File: src/rtl/dmem_access_unit_if.sv
// Request/response and data-memory signal bundle for dmem_access_unit.
// master: the CPU pipeline plus the data memory, which drive requests and read data.
// slave: the access unit, which answers requests and drives the memory controls.
interface dmem_access_unit_if;
  logic        req_valid;
  logic        req_ready;
  logic        req_write;
  logic [1:0]  req_size;
  logic        req_unsigned;
  logic [31:0] req_addr;
  logic [31:0] req_wdata;
  logic        resp_valid;
  logic [31:0] resp_rdata;
  logic        resp_error;
  logic [31:0] DMEM_address;
  logic [31:0] DMEM_data_in;
  logic        DMEM_mem_write;
  logic        DMEM_mem_read;
  logic [31:0] DMEM_data_out;

  modport master (
    output req_valid, req_write, req_size, req_unsigned, req_addr, req_wdata,
    output DMEM_data_out,
    input  req_ready, resp_valid, resp_rdata, resp_error,
    input  DMEM_address, DMEM_data_in, DMEM_mem_write, DMEM_mem_read
  );

  modport slave (
    input  req_valid, req_write, req_size, req_unsigned, req_addr, req_wdata,
    input  DMEM_data_out,
    output req_ready, resp_valid, resp_rdata, resp_error,
    output DMEM_address, DMEM_data_in, DMEM_mem_write, DMEM_mem_read
  );
endinterface

File: src/rtl/dmem_access_unit.sv
// Byte/half/word load-store initiator for a 256 x 32 word memory; sub-word stores use read-modify-write.
// Latency from accept edge: error 1, load 2, word store 2, sub-word store 3 cycles.
// One request in flight; req_ready is high only in IDLE, so the requester holds req_valid until accepted.
module dmem_access_unit #(
  parameter int MEM_WORDS = 256,
  parameter int WORD_AW   = 8
) (
  input  logic           clk,
  input  logic           SYS_reset_n,
  dmem_access_unit_if.slave bus
);

  typedef enum logic [1:0] {IDLE, RD, WR, RESP} state_t;

  state_t      r_state;
  state_t      w_next;
  logic [1:0]  r_addr_lo;
  logic [1:0]  r_size;
  logic        r_write;
  logic        r_unsigned;
  logic [15:0] r_wdata;
  logic [31:0] r_rdata;
  logic        r_error;
  logic [31:0] r_address;
  logic [31:0] r_data_in;

  logic        w_req_err;
  logic [31:0] w_word_idx;
  logic [7:0]  w_byte;
  logic [15:0] w_half;
  logic [31:0] w_load_data;
  logic [31:0] w_merged;

  assign w_word_idx = {{(32-WORD_AW){1'b0}}, bus.req_addr[WORD_AW+1:2]};

  // Classify the incoming request: illegal size, misalignment, or beyond the memory.
  always_comb begin
    w_req_err = 1'b0;
    case (bus.req_size)
      2'b00:   w_req_err = 1'b0;
      2'b01:   w_req_err = bus.req_addr[0];
      2'b10:   w_req_err = |bus.req_addr[1:0];
      default: w_req_err = 1'b1;
    endcase
    if ({2'b00, bus.req_addr[31:2]} >= 32'(MEM_WORDS)) w_req_err = 1'b1;
  end

  // Lane extraction and extension for loads, lane merge for sub-word stores.
  always_comb begin
    w_byte = bus.DMEM_data_out[{r_addr_lo, 3'b000} +: 8];
    w_half = r_addr_lo[1] ? bus.DMEM_data_out[31:16] : bus.DMEM_data_out[15:0];
    case (r_size)
      2'b00:   w_load_data = {{24{w_byte[7] & ~r_unsigned}}, w_byte};
      2'b01:   w_load_data = {{16{w_half[15] & ~r_unsigned}}, w_half};
      default: w_load_data = bus.DMEM_data_out;
    endcase
    w_merged = bus.DMEM_data_out;
    if (r_size == 2'b00) w_merged[{r_addr_lo, 3'b000} +: 8] = r_wdata[7:0];
    else                 w_merged[{r_addr_lo[1], 4'b0000} +: 16] = r_wdata[15:0];
  end

  // State register.
  always_ff @(posedge clk) begin
    if (!SYS_reset_n) r_state <= IDLE;
    else              r_state <= w_next;
  end

  // Next-state decode; sub-word stores read first, word stores write directly.
  always_comb begin
    w_next = r_state;
    case (r_state)
      IDLE: begin
        if (bus.req_valid) begin
          if (w_req_err)                        w_next = RESP;
          else if (!bus.req_write)              w_next = RD;
          else if (bus.req_size == 2'b10)       w_next = WR;
          else                                  w_next = RD;
        end
      end
      RD:      w_next = r_write ? WR : RESP;
      WR:      w_next = RESP;
      RESP:    w_next = IDLE;
      default: w_next = IDLE;
    endcase
  end

  // Request capture, load result and write-word datapath.
  always_ff @(posedge clk) begin
    if (!SYS_reset_n) begin
      r_addr_lo  <= 2'b00;
      r_size     <= 2'b00;
      r_write    <= 1'b0;
      r_unsigned <= 1'b0;
      r_wdata    <= 16'h0;
      r_rdata    <= 32'h0;
      r_error    <= 1'b0;
      r_address  <= 32'h0;
      r_data_in  <= 32'h0;
    end else begin
      if (r_state == IDLE && bus.req_valid) begin
        r_addr_lo  <= bus.req_addr[1:0];
        r_size     <= bus.req_size;
        r_write    <= bus.req_write;
        r_unsigned <= bus.req_unsigned;
        r_wdata    <= bus.req_wdata[15:0];
        r_rdata    <= 32'h0;
        r_error    <= w_req_err;
        r_address  <= w_word_idx;
        r_data_in  <= bus.req_wdata;
      end else if (r_state == RD) begin
        if (r_write) r_data_in <= w_merged;
        else         r_rdata   <= w_load_data;
      end
    end
  end

  assign bus.req_ready      = (r_state == IDLE);
  assign bus.resp_valid     = (r_state == RESP);
  assign bus.resp_rdata     = r_rdata;
  assign bus.resp_error     = r_error;
  assign bus.DMEM_mem_read  = (r_state == RD);
  assign bus.DMEM_mem_write = (r_state == WR);
  assign bus.DMEM_address   = r_address;
  assign bus.DMEM_data_in   = r_data_in;

endmodule

File: src/flat_wrapper.sv
// flat-port wrapper written by rule: the top's interface ports become plain ports
module dmem_access_unit_flat 
#(
  parameter int MEM_WORDS = 256,
  parameter int WORD_AW   = 8
)
  (clk, SYS_reset_n, bus_req_valid, bus_req_write, bus_req_size, bus_req_unsigned, bus_req_addr, bus_req_wdata, bus_DMEM_data_out, bus_req_ready, bus_resp_valid, bus_resp_rdata, bus_resp_error, bus_DMEM_address, bus_DMEM_data_in, bus_DMEM_mem_write, bus_DMEM_mem_read);
  dmem_access_unit_if bus_i ();
  input  logic clk;
  input  logic SYS_reset_n;
  input wire logic [$bits(bus_i.req_valid)-1:0] bus_req_valid;
  input wire logic [$bits(bus_i.req_write)-1:0] bus_req_write;
  input wire logic [$bits(bus_i.req_size)-1:0] bus_req_size;
  input wire logic [$bits(bus_i.req_unsigned)-1:0] bus_req_unsigned;
  input wire logic [$bits(bus_i.req_addr)-1:0] bus_req_addr;
  input wire logic [$bits(bus_i.req_wdata)-1:0] bus_req_wdata;
  input wire logic [$bits(bus_i.DMEM_data_out)-1:0] bus_DMEM_data_out;
  output wire logic [$bits(bus_i.req_ready)-1:0] bus_req_ready;
  output wire logic [$bits(bus_i.resp_valid)-1:0] bus_resp_valid;
  output wire logic [$bits(bus_i.resp_rdata)-1:0] bus_resp_rdata;
  output wire logic [$bits(bus_i.resp_error)-1:0] bus_resp_error;
  output wire logic [$bits(bus_i.DMEM_address)-1:0] bus_DMEM_address;
  output wire logic [$bits(bus_i.DMEM_data_in)-1:0] bus_DMEM_data_in;
  output wire logic [$bits(bus_i.DMEM_mem_write)-1:0] bus_DMEM_mem_write;
  output wire logic [$bits(bus_i.DMEM_mem_read)-1:0] bus_DMEM_mem_read;
  assign bus_i.req_valid = bus_req_valid;
  assign bus_i.req_write = bus_req_write;
  assign bus_i.req_size = bus_req_size;
  assign bus_i.req_unsigned = bus_req_unsigned;
  assign bus_i.req_addr = bus_req_addr;
  assign bus_i.req_wdata = bus_req_wdata;
  assign bus_i.DMEM_data_out = bus_DMEM_data_out;
  assign bus_req_ready = bus_i.req_ready;
  assign bus_resp_valid = bus_i.resp_valid;
  assign bus_resp_rdata = bus_i.resp_rdata;
  assign bus_resp_error = bus_i.resp_error;
  assign bus_DMEM_address = bus_i.DMEM_address;
  assign bus_DMEM_data_in = bus_i.DMEM_data_in;
  assign bus_DMEM_mem_write = bus_i.DMEM_mem_write;
  assign bus_DMEM_mem_read = bus_i.DMEM_mem_read;
  dmem_access_unit #(.MEM_WORDS(MEM_WORDS), .WORD_AW(WORD_AW)) u_core (.clk(clk), .SYS_reset_n(SYS_reset_n), .bus(bus_i));
endmodule
File: config.mk
export PLATFORM = sky130hd
export DESIGN_NAME = dmem_access_unit_flat
export DESIGN_NICKNAME = d
export VERILOG_FILES = /design/src/rtl/dmem_access_unit_if.sv /design/src/rtl/dmem_access_unit.sv /design/src/flat_wrapper.sv
export SDC_FILE = /design/constraint.sdc
export NUM_CORES = 1
export LEC_CHECK = 0
export BUFFER_PORTS_ARGS = -buffer_cell sky130_fd_sc_hd__clkbuf_2
export CAP_MARGIN = 20
export CORE_MARGIN = 2
export CORE_UTILIZATION = 40
export CTS_CLUSTER_DIAMETER = 40
export DETAILED_ROUTE_END_ITERATION = 7
export PLACE_DENSITY_LB_ADDON = 0.05
export SLEW_MARGIN = 20
export SYNTH_ARGS = -nofsm -noshare
export SYNTH_HDL_FRONTEND = slang
export SYNTH_SLANG_ARGS = --single-unit
File: constraint.sdc
create_clock -name clk -period 2 [get_ports clk]
set_input_delay 0.4 -clock clk [delete_from_list [all_inputs] [get_ports clk]]
set_output_delay 0.4 -clock clk [all_outputs]
set_load 0.02 [all_outputs]
# Word level (Yosys, flattened, before mapping)
# Cells that the tools add are included.
classes:
  n_addsub: 2
  magnitude_cmp: 1
  eq_ne: 7
  shifts: 5
  mux: 16
  bitwise_logic: 5
  n_reduce_logical: 10
ops:
  columns: ["op", "count"]
  rows:
  - ["two-way mux 32 bit", 4]
  - ["bitwise mux 32 bit", 2]
  - ["case mux 32 bit (2 select lines)", 1]
  - ["variable shift 16 x 7 -> 32 bit, first input constant", 1]
  - ["variable shift 8 x 7 -> 32 bit, first input constant", 1]
  - ["variable part select 16 x 7 -> 32 bit", 1]
  - ["variable part select 32 x 6 -> 8 bit", 1]
  - ["variable part select 8 x 7 -> 32 bit", 1]
  - [">= comparator 30 x 9 -> 1 bit, second input constant", 1]
  - ["two-way mux 16 bit", 1]
  - ["negation 5 -> 7 bit", 2]
  - ["two-way mux 2 bit", 4]
  - ["case mux 2 bit (4 select lines)", 1]
  - ["== test 2 x 1 -> 1 bit, second input constant", 3]
  - ["== test 2 bit, second input constant", 3]
  - ["zero test 2 bit", 3]
  - ["AND reduction 2 bit", 2]
  - ["nonzero test 2 bit", 2]
  - ["OR reduction 2 bit", 2]
  - ["NOT 1 bit", 3]
  - ["case mux 1 bit (3 select lines)", 1]
  - ["AND 1 bit", 2]
  - ["two-way mux 1 bit", 2]
  - ["!= test 2 bit, second input constant", 1]
  - ["logical AND 1 bit", 1]
word_totals:
  reg_bits: 97
  word_cells: 56

# Logic depth before layout (Yosys ltp)
# Gate-level depths: netlist of the first run.
depth:
  depth_word: 7
  mapped_depth: 9
  depth_no_buf: 6

# Least setup slack after synthesis of the first run
# OpenSTA, ideal clock, no wires.
synth_path:
  kind: "register to register"
  from: "reg u_core.r_addr_lo[1]"
  to: "reg u_core.r_data_in[24] (netlist: u_core.bus.DMEM_data_in[24])"
  setup_ns: 0.070
  arrival_time_ns: 2.059
  t_required_ns: 1.930
  setup_slack_ns: -0.129
  stages_incl_launch_ff: 10
  path_buffers: 3
  period_less_slack_ns: 2.129
  cell_sequence: "dfxtp_1 -> buf_2 -> inv_1 -> clkbuf_1 -> ha_1 -> nor4bb_1 -> buf_2 -> a221oi_1 -> a211o_1 -> a21oi_1"
synth_via:
  elab_chain_len: 7
  elab_cells_between_ends: 12
  classes_between: "add/sub: 2; shift: 4; mux: 6"
synth_lines:
  columns: ["element", "line_no", "text"]
  rows:
  - ["start, declared", "dmem_access_unit.sv:17", "logic [1:0] r_addr_lo;"]
  - ["start signal, assigned", "dmem_access_unit.sv:101", "r_addr_lo <= bus.req_addr[1:0];"]
  - ["negation 5 -> 7 bit, on equally long branches", "dmem_access_unit.sv:59, dmem_access_unit.sv:58", null]
  - ["variable part select 16 x 7 -> 32 bit (tied with other cells)", "dmem_access_unit.sv:59", "else w_merged[{r_addr_lo[1], 4'b0000} +: 16] = r_wdata[15:0];"]
  - ["bitwise mux 32 bit, on equally long branches", "dmem_access_unit.sv:59, dmem_access_unit.sv:58", null]
  - ["two-way mux 32 bit (*)", "dmem_access_unit.sv:58", "if (r_size == 2'b00) w_merged[{r_addr_lo, 3'b000} +: 8] = r_wdata[7:0];"]
  - ["two-way mux 32 bit (*)", "dmem_access_unit.sv:111", "if (r_write) r_data_in <= w_merged;"]
  - ["two-way mux 32 bit (*)", "dmem_access_unit.sv:110", "end else if (r_state == RD) begin"]
  - ["two-way mux 32 bit (*)", "dmem_access_unit.sv:100", "if (r_state == IDLE && bus.req_valid) begin"]
  - ["end signal, assigned", "dmem_access_unit.sv:109", "r_data_in <= bus.req_wdata;"]
  - ["end signal, assigned", "dmem_access_unit.sv:111", null]
  - ["end, declared", "dmem_access_unit.sv:25", "logic [31:0] r_data_in;"]
# Every way passes the cells marked *; elsewhere a longest branch is shown, timed or not. The select of a mux whose other input is x is not followed.
# A chain may end at the register's enable or synchronous reset.

# Worst setup path after layout of the first run
layout_path:
  from: "reg u_core.r_state[0]"
  to: "reg u_core.r_data_in[4] (netlist: u_core.bus.DMEM_data_in[4])"
layout_via:
  elab_chain_len: 4
  elab_cells_between_ends: 7
  classes_between: "eq/ne: 1; mux: 1; reduce/logical: 5"
layout_lines:
  columns: ["element", "line_no", "text"]
  rows:
  - ["start, declared", "dmem_access_unit.sv:15", "state_t r_state;"]
  - ["start signal, assigned", "dmem_access_unit.sv:65", "else r_state <= w_next;"]
  - ["zero test 2 bit", "dmem_access_unit.sv:100", null]
  - ["logical AND 1 bit", "dmem_access_unit.sv:100", null]
  - ["nonzero test 2 bit (no line)", null, null]
  - ["AND reduction 2 bit (no line)", null, null]
# Parallel ways exist; a longest one is shown, timed or not.

==> flow_summary.toml, run 1 <==
[timing]
setup_slack_ps = 124
rsz0062_at_grt = "false"
setup_tns_ps = 0
clock-skew-final_ps = 5.14
fmax_mhz = 533
fin_crit_sh_pct = 93.8
hold_viol_final = 0
min_period_ps = 1880
slew_violations = 0
setup_violations = 0

[cells_and_area]
layout-drive-gt1-share_pct = 29.2
diodes = 0
areaGrowthSynthToFinish_pct = 26.6
final_nets = 908

[setup_path]
worst-r2r-cell-count = 6
r2r_slack_ps = 120
path_cells = "inv_1 -> ha_1 -> and2_2 -> or3_4 -> a211oi_4 -> a221o_1"
cp-endpoint = "u_core.bus.DMEM_data_in[4]$_SDFFE_PN0P_"
required_ps = 2300
r2r-end = "u_core.bus.DMEM_data_in[4]$_SDFFE_PN0P_"
critical-path-max-stage-delay_ps = 390
cp.arrival_ps = 2170
path_max_fanout = 8
path_depth = 6
path_class = "reg2reg"
cp_slowest_cell = "or3_4"
crit_path_start = "u_core.r_state[0]$_SDFFE_PN0P_"
cp_num_buf_inv = 1
r2r-start = "u_core.r_state[0]$_SDFFE_PN0P_"
path_delay_family = "simple AND/OR/NAND/NOR gates"
critPathCaptureType = "register"
startpoint_type = "register"

[placement]
dp_hpwl_mm = 13.3
routabilityCongestion = 0.903
dpl_worst_slack_ps = 96.7
io_buffers = 179

[pwr]
power_frac_comb_pct = 36.6
netSwitchingFraction_pct = 38.7
p_seq_share_pct = 38.1
intPower_mw = 3.91
clockPowerShare_pct = 25.3
leakage_nw = 2.78
p_sw_mw = 2.47
ir_worst_vdd_v = 0.000523
power_density_mw_per_mm2 = 1000

[floorplanning]
die_x_um = 116
rows = 40
dieHeight_um = 116
io_pins = 204
initial_core_util_pct = 41.4
core-area_mm2 = 0.0122
fp.dieArea_mm2 = 0.0135

[grt]
grt_first_pass_wirelength_mm = 26.7
grt_remaining_overflow = 0
grt_pass1_vias = 4988
grtUsageTotal_pct = 26.1
grt_start_max_net_pins = 59
antenna_found_initial = 0

[synth]
syn-cell-area_mm2 = 0.00503
synth-main-ff-cell = "dfxtp_1"
ys_ff_latch = 97
ys_types = 45
synthArstFlopShare_pct = 0
synthTopCellsByCount = "nand2_1, a21oi_1, dfxtp_1"
yosysSeqAreaShare_pct = 38.6
synthCells = 629
netlist.area_leader.share_pct = 38.6
synth-edff-count = 0
synth_largest_area_cell = "dfxtp_1"
avgSynthCellArea_um2 = 8.00
yosysMostFrequentCell = "nand2_1"
ys_warn_count = 0
synthTopCellsByArea = "dfxtp_1, a21oi_1, nand2_1, o21ai_0, a221oi_1"

[clock_network]
clk_latency_ps = 350
cts-buffers-inserted = 9
cts_hold_buffers = 0
ctsLongestPathBuffers = 2
clkTransAtPathRegs_ps = 70
cts_tree = "built"
cts_num_sinks = 97
root_buffer = "clkbuf_16"
h-tree-depth = 3

[drt]
viasPerCell = 5.58
drc = 0
drt-initial-drc-count = 281
via_count = 5406
drt-pass1-iter-count = 5
post_drt_wl_per_cell_um = 18.4
ant_nets = 0
drt-total-wl_mm = 17.8

[run]
cap_violations = 0

[min_path]
hp-class = "in2reg"

[run_status]
outcome = "complete, no violations"
[placed cells by master (no fill, tap or decap), types with 6 or more instances in the layout]
cell type and instances:
a31oi_1 8, a221oi_1 25, o221ai_1 15, dfxtp_1 96, nor4_1 6, a211o_1 23, and3b_1 7, ha_1 8
a221o_1 8, inv_1 11, mux2i_1 19, o21ai_0 44, nor2_1 31, conb_1 24, a21oi_1 98, clkbuf_16 9
nor3_1 19, clkbuf_2 179, buf_4 21, nand2_1 106
[cell type report]
cell class	count	area (um2)
Clock buffer	10	229
Multi-Input combinational cell	472	2790
Inverter	11	41.3
Sequential cell	97	1940
Timing Repair Buffer	205	1120
Tap cell	168	210
Fill cell	1228	5790
Clock inverter	6	41.3
[power by group through the flow]
stage / logic [mW] / clock network (mW) / registers, mW
after floorplan: 1.24 / 0 / 2.72
after global placement: 2.27 / 0 / 2.47
after detailed placement: 2.30 / 0 / 2.47
after CTS: 2.31 / 1.66 / 2.43
after global routing: 2.56 / 1.73 / 2.46
final: 2.33 / 1.61 / 2.43
[how the worst min path moves through the flow]
stage	startpoint	end	depth (start not counted)
floorplan	u_core.r_wdata[10]$_SDFFE_PN0P_	u_core.r_wdata[10]$_SDFFE_PN0P_	2
global placement	u_core.bus.DMEM_address[0]$_SDFFE_PN0P_	u_core.bus.DMEM_address[0]$_SDFFE_PN0P_	2
detailed placement	u_core.bus.resp_rdata[8]$_SDFFE_PP0P_	u_core.bus.resp_rdata[8]$_SDFFE_PP0P_	2
CTS	bus_req_addr[4]	u_core.bus.DMEM_address[2]$_SDFFE_PN0P_	3
global route	bus_req_addr[2]	u_core.bus.DMEM_address[0]$_SDFFE_PN0P_	3
finish	bus_req_addr[4]	u_core.bus.DMEM_address[2]$_SDFFE_PN0P_	3
[timing repair]
| item | in CTS | in global routing |
|---|---|---|
| gates resized for setup | 0 | 7 |
| setup buffers | 0 | 0 |
| endpoints found under the setup margin | 0 | 23 |
[through the flow]
step	instances	utilization, %	cell area (um2)	hold WS, ps	power (mW)
3_5_place_dp	952	49.9	6060	449	4.77
5_1_grt	969	52.4	6370	259	6.75
2_1_floorplan	652	-	5130	448	3.96
4_1_cts	968	52.1	6330	253	6.40
6_report	969	52.4	6370	262	6.38
3_3_place_gp	952	49.9	6060	443	4.74
[routing by layer]
layer | share of wire, % | GRT usage, % | vias up | wire, um
met5 | 0 | 0 | - | 0
met4 | 1.4 | 8.17 | 0 | 244
met3 | 5.4 | 3.22 | 16 | 958
met2 | 49 | 43.8 | 200 | 8670
met1 | 45 | 35.2 | 2602 | 7950
li1 | - | - | 2588 | -
[worst reg2reg max path, stage by stage (launching register included)]
cell and delay (ps):
dfxtp_1 360, inv_1 80, ha_1 210, and2_2 200
or3_4 390, a211oi_4 360, a221o_1 230
[state kept, by name (all words and copies together) (netlist names)]
register,cells
u_core.bus.DMEM_data_in,32
u_core.r_addr_lo,2
u_core.r_write,1
u_core.bus.DMEM_address,8
u_core.r_size,2
u_core.r_wdata,16
u_core.bus.resp_rdata,32
u_core.r_unsigned,1
u_core.bus.resp_error,1
u_core.r_state,2
[cells by family (layout without fill, tap and decap cells)]
family                   count (synthesis)  after routing  share of synthesized area [%]
AO/OA/AOI/OAI                          233            233                           30.5
AND/OR/NAND/NOR                        187            187                           16.5
flip-flops                              97             97                           38.6
buffers and inverters                   83            232                           8.37
multiplexers                            19             19                           3.78
adder cells (fa/ha/maj)                  9              9                           2.24
other                                    1             24                         0.0745
Note: power is estimated with default switching activity, not from simulation.
==> inputs of run 2 (changes only) <==
Settings changed: GPL_TIMING_DRIVEN set to 0.
==> run 2 against run 1 <==
Net effect: final cell count rose by 5.5%; critical endpoint is now u_core.bus.DMEM_data_in[26]$_SDFFE_PN0P_; critical path depth rose by 2; largest power group is now combinational cells; wire length increased by 6.5%; design area up 6.2%; critical path type unchanged; utilization rose by 3.2 points; register-to-register slack lost 80 ps; first-iteration DRC count increased by 38%; non-clock buffer count grew 54; sequential power is essentially flat.
==> flow_summary.toml, run 2 (synthesized netlist as in run 1, its figures left out) <==
[timing]
setup_slack_ps = 39.2
clock-skew-final_ps = 6.37
min_period_ps = 1960
worst_pin_slew_ps = 660
fmax_mhz = 510
hold_viol_final = 0
slew_violations = 0
setup_violations = 0
maxSlewHeadroom_pct = 56.0
setup_tns_ps = 0
fin_crit_sh_pct = 98.0

[cells_and_area]
final_common_cell = "clkbuf_2"
final_nets = 962
layout-drive-gt1-share_pct = 33.0
layout.cells.non_filler = 1022
areaGrowthSynthToFinish_pct = 34.4
diodes = 0
final_cell_mix = "clkbuf_2, nand2_1, a21oi_1, dfxtp_1, o21ai_0"

[clock_network]
clkTransAtPathRegs_ps = 60
clk_latency_ps = 350
cts-buffers-inserted = 9
cts_hold_buffers = 0
cts_num_sinks = 97
ctsLongestPathBuffers = 2
h-tree-depth = 3
cts_tree = "built"
root_buffer = "clkbuf_16"

[drt]
wl_met2_mm = 9.34
drt-total-wl_mm = 19.0
drt-initial-drc-count = 387
drc = 0
post_drt_wl_per_cell_um = 18.6
top_layer_used = "met4"
viasPerCell = 5.50
drt-pass1-iter-count = 5
via_count = 5626
ant_nets = 0
wl_met1_mm = 8.23
wl_met3_mm = 1.19

[floorplanning]
fp.dieArea_mm2 = 0.0135
dieHeight_um = 116
die_x_um = 116
initial_core_util_pct = 41.4
rows = 40
io_pins = 204
core-area_mm2 = 0.0122

[placement]
io_buffers = 179
routabilityCongestion = 0.876
dpl_worst_slack_ps = -356
dp_hpwl_mm = 14.5
placed_cells = 999

[pwr]
power_density_mw_per_mm2 = 981
ir_worst_vdd_v = 0.000494
leakage_nw = 3.00

[grt]
grt_first_pass_wirelength_mm = 28.6
grt_pass1_vias = 5275
antenna_found_initial = 0
grt_start_max_net_pins = 15
grt_remaining_overflow = 0
grtUsageTotal_pct = 28.0

[setup_path]
cp.arrival_ps = 2240
startpoint_type = "register"
critPathCaptureType = "register"
path_class = "reg2reg"
path_max_fanout = 10
required_ps = 2280

[run_status]
outcome = "complete, no violations"

[run]
cap_violations = 0

[min_path]
hp-class = "in2reg"
==> run 2: metrics by stage <==
step           cell area, um2  utilization [%]  hold slack [ps]  total power [mW]
6_report                 6770             55.7              264              6.64
2_1_floorplan            5130                -              448              3.96
3_5_place_dp             6230             51.3              447              4.80
3_3_place_gp             6230             51.3              443              4.76
5_1_grt                  6770             55.7              272              6.99
4_1_cts                  6650             54.7              256              6.56
==> run 2: final timing paths <==
path                                              end  slack [ps]                                    from  depth (start not counted)
min reg2reg    u_core.bus.resp_rdata[10]$_SDFFE_PP0P_         450  u_core.bus.resp_rdata[10]$_SDFFE_PP0P_                          2
max          u_core.bus.DMEM_data_in[26]$_SDFFE_PN0P_          40        u_core.r_addr_lo[0]$_SDFFE_PN0P_                          8
max reg2reg  u_core.bus.DMEM_data_in[26]$_SDFFE_PN0P_          40        u_core.r_addr_lo[0]$_SDFFE_PN0P_                          8
min           u_core.bus.DMEM_address[2]$_SDFFE_PN0P_         260                         bus_req_addr[4]                          3
==> run 2: timing repair <==
action,in CTS,in global routing
endpoints found under the setup margin,73,60
buffers inserted,6,3
gates resized for setup,26,32
pin swaps,2,8
==> run 2: per-layer routing <==
| metal | vias up | GRT usage [%] |
|---|---|---|
| met4 | 0 | 7.70 |
| met5 | - | 0 |
| li1 | 2695 | - |
| met1 | 2686 | 36.1 |
| met2 | 224 | 48.0 |
| met3 | 21 | 5.35 |
==> run 2: report_power, final <==
part / switching [mW] / internal [mW] / total (mW)
combinational: 1.62 / 0.882 / 2.50
sequential: 0.201 / 2.24 / 2.44
clock: 0.741 / 0.963 / 1.70
total: 2.56 / 4.08 / 6.64
==> run 2: layout make-up <==
type	instances	area, um2
fill	1218	5390
multi-input combinational	472	2870
sequential	97	1950
timing repair buffer	188	983
buffer	71	435
clock buffer	12	236
tap	168	210
inverter	11	45.0
clock inverter	3	42.5
==> run 2: worst max-delay path, stage by stage, from the launching register on <==
cell and delay (ps):
dfxtp_4 350, buf_8 140, clkinvlp_4 130, ha_4 280, nor4bb_4 290, buf_6 180
a221oi_1 80, a211o_1 310, a21oi_1 130
